--- config.mk ---
export PLATFORM = sky130hd
export DESIGN_NAME = dmem_stall_ctrl
export DESIGN_NICKNAME = d
export VERILOG_FILES = /design/src/rtl/dmem_stall_ctrl.sv
export SDC_FILE = /design/constraint.sdc
export NUM_CORES = 1
export LEC_CHECK = 0
export CAP_MARGIN = 25
export CORE_ASPECT_RATIO = 1.2
export CORE_MARGIN = 3
export CORE_UTILIZATION = 41
export DETAILED_ROUTE_END_ITERATION = 7
export GPL_TIMING_DRIVEN = 0
export MAX_ROUTING_LAYER = met4
export PLACE_DENSITY = 0.87
export SYNTH_ARGS = -nofsm -noshare
export SYNTH_HDL_FRONTEND = slang
export SYNTH_SLANG_ARGS = --single-unit
--- constraint.sdc ---
create_clock -name clk -period 4.2 [get_ports clk]
set_input_delay 0.63 -clock clk [delete_from_list [all_inputs] [get_ports clk]]
set_output_delay 0.63 -clock clk [all_outputs]
set_load 0.005 [all_outputs]
--- src/rtl/dmem_stall_ctrl.sv ---
// Data-memory stall controller: latches one core load/store, drives a wait-stated
// SRAM access, and holds the pipeline stalled until the access completes.
module dmem_stall_ctrl #(
    parameter int unsigned WAIT_STATES = 2
) (
    input  logic        clk,
    input  logic        rst,
    input  logic        cpu_read,
    input  logic        cpu_write,
    input  logic [31:0] cpu_addr,
    input  logic [31:0] cpu_wdata,
    output logic [31:0] cpu_rdata,
    output logic        stall,
    output logic        err,
    output logic        mem_req,
    output logic        mem_we,
    output logic [29:0] mem_addr,
    output logic [31:0] mem_wdata,
    input  logic [31:0] mem_rdata
);

    localparam logic [1:0] IDLE   = 2'd0;
    localparam logic [1:0] ACCESS = 2'd1;
    localparam logic [1:0] DONE   = 2'd2;

    logic [1:0]  state_q, state_d;
    logic [3:0]  cnt_q, cnt_d;
    logic [29:0] addr_q, addr_d;
    logic [31:0] wdata_q, wdata_d;
    logic [31:0] rdata_q, rdata_d;
    logic        we_q, we_d;
    logic        err_q, err_d;
    logic        req;
    logic        bad_req;

    assign req     = cpu_read | cpu_write;
    assign bad_req = (cpu_addr[1:0] != 2'b00) | (cpu_read & cpu_write);

    always_comb begin
        state_d = state_q;
        cnt_d   = cnt_q;
        addr_d  = addr_q;
        wdata_d = wdata_q;
        rdata_d = rdata_q;
        we_d    = we_q;
        err_d   = 1'b0;
        case (state_q)
            IDLE: begin
                if (req) begin
                    if (bad_req) begin
                        err_d = 1'b1;
                    end else begin
                        addr_d  = cpu_addr[31:2];
                        wdata_d = cpu_wdata;
                        we_d    = cpu_write;
                        cnt_d   = 4'(WAIT_STATES);
                        state_d = ACCESS;
                    end
                end
            end
            ACCESS: begin
                // Runs to completion even if the core drops its request.
                if (cnt_q == 4'd0) begin
                    if (!we_q) begin
                        rdata_d = mem_rdata;
                    end
                    state_d = DONE;
                end else begin
                    cnt_d = cnt_q - 4'd1;
                end
            end
            DONE:    state_d = IDLE;
            default: state_d = IDLE;
        endcase
    end

    always_ff @(posedge clk or posedge rst) begin
        if (rst) begin
            state_q <= IDLE;
            cnt_q   <= '0;
            addr_q  <= '0;
            wdata_q <= '0;
            rdata_q <= '0;
            we_q    <= 1'b0;
            err_q   <= 1'b0;
        end else begin
            state_q <= state_d;
            cnt_q   <= cnt_d;
            addr_q  <= addr_d;
            wdata_q <= wdata_d;
            rdata_q <= rdata_d;
            we_q    <= we_d;
            err_q   <= err_d;
        end
    end

    assign stall     = req & (state_q != DONE);
    assign mem_req   = (state_q == ACCESS);
    assign mem_we    = mem_req & we_q;
    assign mem_addr  = addr_q;
    assign mem_wdata = wdata_q;
    assign cpu_rdata = rdata_q;
    assign err       = err_q;

endmodule
==> flow_summary.ini <==
[cts]
cts_tree = done
post_cts_buffers = 0
numCtsBuffers = 9
clockRootBuffer = clkbuf_16
cts_hold_buf = 0
clockBufferDepth = 2
htree_levels = 3
cts.sinks = 102
clk_pin_slew_ns = 0.07
clkLatencyLatePin_ns = 0.34
cts_resized = 0

[synthesis]
synthMuxAreaShare = 0.307
synth_top_area_share = 0.605
synthCells = 242
synth.net_count = 343
synthTopCellsByArea = dfrtp_1 (61%), mux2_4 (21%), mux2_2 (9.1%)
ys.flop_type = dfrtp_1
syn_area_sq_um = 4220
ys_types = 31
synth_fa_ha_area_frac = 0.00297
yosysWarnings = 0
synth_edf_count = 0
synth_seq_area_share = 0.605
synth-xor-area-share = 0.00208
synth_top_cell_by_area = dfrtp_1
synth_simple_gate_area_frac = 0.0223
ys_seq_elements = 102
synth_compound_gate_area_share = 0.0202
synth.avg_cell_area_sq_um = 17.4
synth_top_family_by_area = multiplexers
async_flop_share = 1.00

[detailed_routing]
route.detailed.drc = 0
viasPerCell = 4.78
drt_first_pass_iters = 4
drtIter0Drc = 63
ant_nets = 0
num_vias = 2768
routed_wl_mm = 9.95
wire_per_inst_um = 17.2

[timing]
hold_violations = 0
skew_ns = 0.00873
slew_headroom = 0.554
fin_crit_sh = 0.600
rsz0062_at_grt = no
fmax_ghz = 0.397
finalMaxSlewViolations = 0
period_minus_slack_ns = 2.52
setup_viol = 0
worstMarginPinSlew_ns = 0.669
worst_slack_ns = 1.68

[placed_design]
finalWeightedCongestion = 0.797
port_buffers = 197
dp.final_hpwl_mm = 7.60
preCtsSetupSlack_ns = 1.56

[floorplanning]
pin_count = 198
die_w_um = 98.6
initial_utilization = 0.432
num_rows = 39
dieArea_sq_um = 11500
die_h_um = 117
core_area_sq_um = 9760

[worst_setup_path]
crit_path_start = cpu_write
arrival_ns = 1.89
slowest_delay_ns = 0.55
path_class = in2out
start_kind = input port
r2r_start = cnt_q[0]
crit_chain = clkdlybuf4s50_1 -> nor2_1 -> a21oi_1 -> clkdlybuf4s50_1
critical-path-top-cell-by-count = clkdlybuf4s50_1
critPathMaxFanout = 4
critPathSlowestCell = clkdlybuf4s50_1
path_delay_family = buffers and inverters
worst_setup_path_end_kind = output pin
crit_required_ns = 3.57
worst-path-buf-inv = 2

[power_and_ir_drop]
power_density_nw_per_um2 = 697
p_leak_nw = 3.06
vdd.ir_drop.worst_v = 0.000369
power_mw = 4.68

[run]
cap_violations = 0

[cells_and_area]
nNetsFinal = 552
diodes = 0
drive_above_1_share = 0.270
utilization = 0.689
area_growth_pct = 59.4

[global_routing]
grt_max_degree = 55
grt_pass1_vias = 3117
grt_usage = 0.183
grt_pass1_wl_mm = 16.1
overflow = 0
antenna_found_initial = 0

[worst_hold_path]
min_path_type = reg2reg
min-delay-start = cpu_rdata[3]

[status]
status = finished, final reports clean
cells in the final DEF (no fill, tap or decap), types with 2 or more instances in the layout:
cell	count
buf_2	3
nand3_1	2
nor2_1	2
a21oi_1	2
buf_12	6
bufinv_16	3
mux2_4	60
o211ai_1	2
inv_1	4
clkdlybuf4s50_1	197
clkbuf_1	2
mux2_2	34
dfrtp_1	102
clkbuf_16	9
o21ai_0	3
o21a_1	2
through the flow:
step | std cells | area [sq um] | hold slack [ns] | setup TNS (ns)
floorplan | 242 | 4220 | 0.457 | 0
global placement | 562 | 6340 | 0.470 | -44.54
detailed placement | 563 | 6370 | 0.487 | 0
CTS | 579 | 6720 | 0.503 | 0
global route | 579 | 6720 | 0.521 | 0
finish | 579 | 6720 | 0.494 | 0
layout make-up:
type	instances	area, sq um
clock buffers	11	243
well taps	123	154
clock inverters	5	106
plain buffers	11	150
fillers	703	3040
multi-input cells	124	1500
flip-flops and latches	102	2550
inverters	5	21.3
repair buffers	198	2000
cell families (layout without fill, tap and decap cells):
group	count (synthesis)	count (layout)
mux	95	95
fa+ha+maj	1	1
compound gates	13	13
buf+inv	16	230
xor+xnor	1	1
flops	102	102
simple gates	14	14
per-layer routing:
layer / global-route usage / up-vias / part of all wire / wire [um]
met3: 0.0504 / 6 / 0.065 / 647
met1: 0.228 / 1361 / 0.41 / 4100
li1: - / 1274 / - / -
met5: - / - / 0 / 0
met2: 0.299 / 127 / 0.52 / 5140
met4: 0.0455 / 0 / 0.0059 / 59
cells in the mapped netlist, types with 2 or more instances:
cell type  count
o21a_1         2
o211ai_1       2
buf_2          3
mux2_2        34
inv_1          5
a21oi_1        2
nor2_1         2
nand3_1        2
dfrtp_1      102
buf_12         6
mux2_4        60
o21ai_0        3
path summary, 6_finish.rpt:
| check | slack [ns] | depth (start not counted) | end |
|---|---|---|---|
| setup reg to reg | 1.84 | 7 | cpu_rdata[27] |
| hold reg to reg | 0.49 | 1 | cpu_rdata[3] |
| min in group asynchronous | 0.77 | 2 | mem_wdata[2] |
| setup / recovery | 1.68 | 4 | stall |
| hold / removal | 0.49 | 1 | cpu_rdata[3] |
| max in group asynchronous | 2.76 | 3 | cpu_rdata[12] |
state kept, by name (all words and copies together) (netlist names):
| signal | count |
|---|---|
| cpu_rdata | 32 |
| we_q | 1 |
| cnt_q | 4 |
| err | 1 |
| mem_addr | 30 |
| mem_wdata | 32 |
| state_q | 2 |
worst reg2reg max path: stages, from the launching register on:
cell and delay [ns]:
dfrtp_1 0.38, inv_1 0.09, ha_1 0.19, or3b_1 0.35, clkbuf_1 0.17, nor3_2 0.35, buf_2 0.34, mux2_2 0.37
report_power, final:
part / internal (mW) / switching [mW] / leakage [nW]
clock network: 0.600 / 0.350 / 0.166
logic: 1.45 / 0.544 / 1.66
registers: 1.46 / 0.280 / 1.24
total: 3.51 / 1.17 / 3.06
Power figures use the tool's default switching activity.
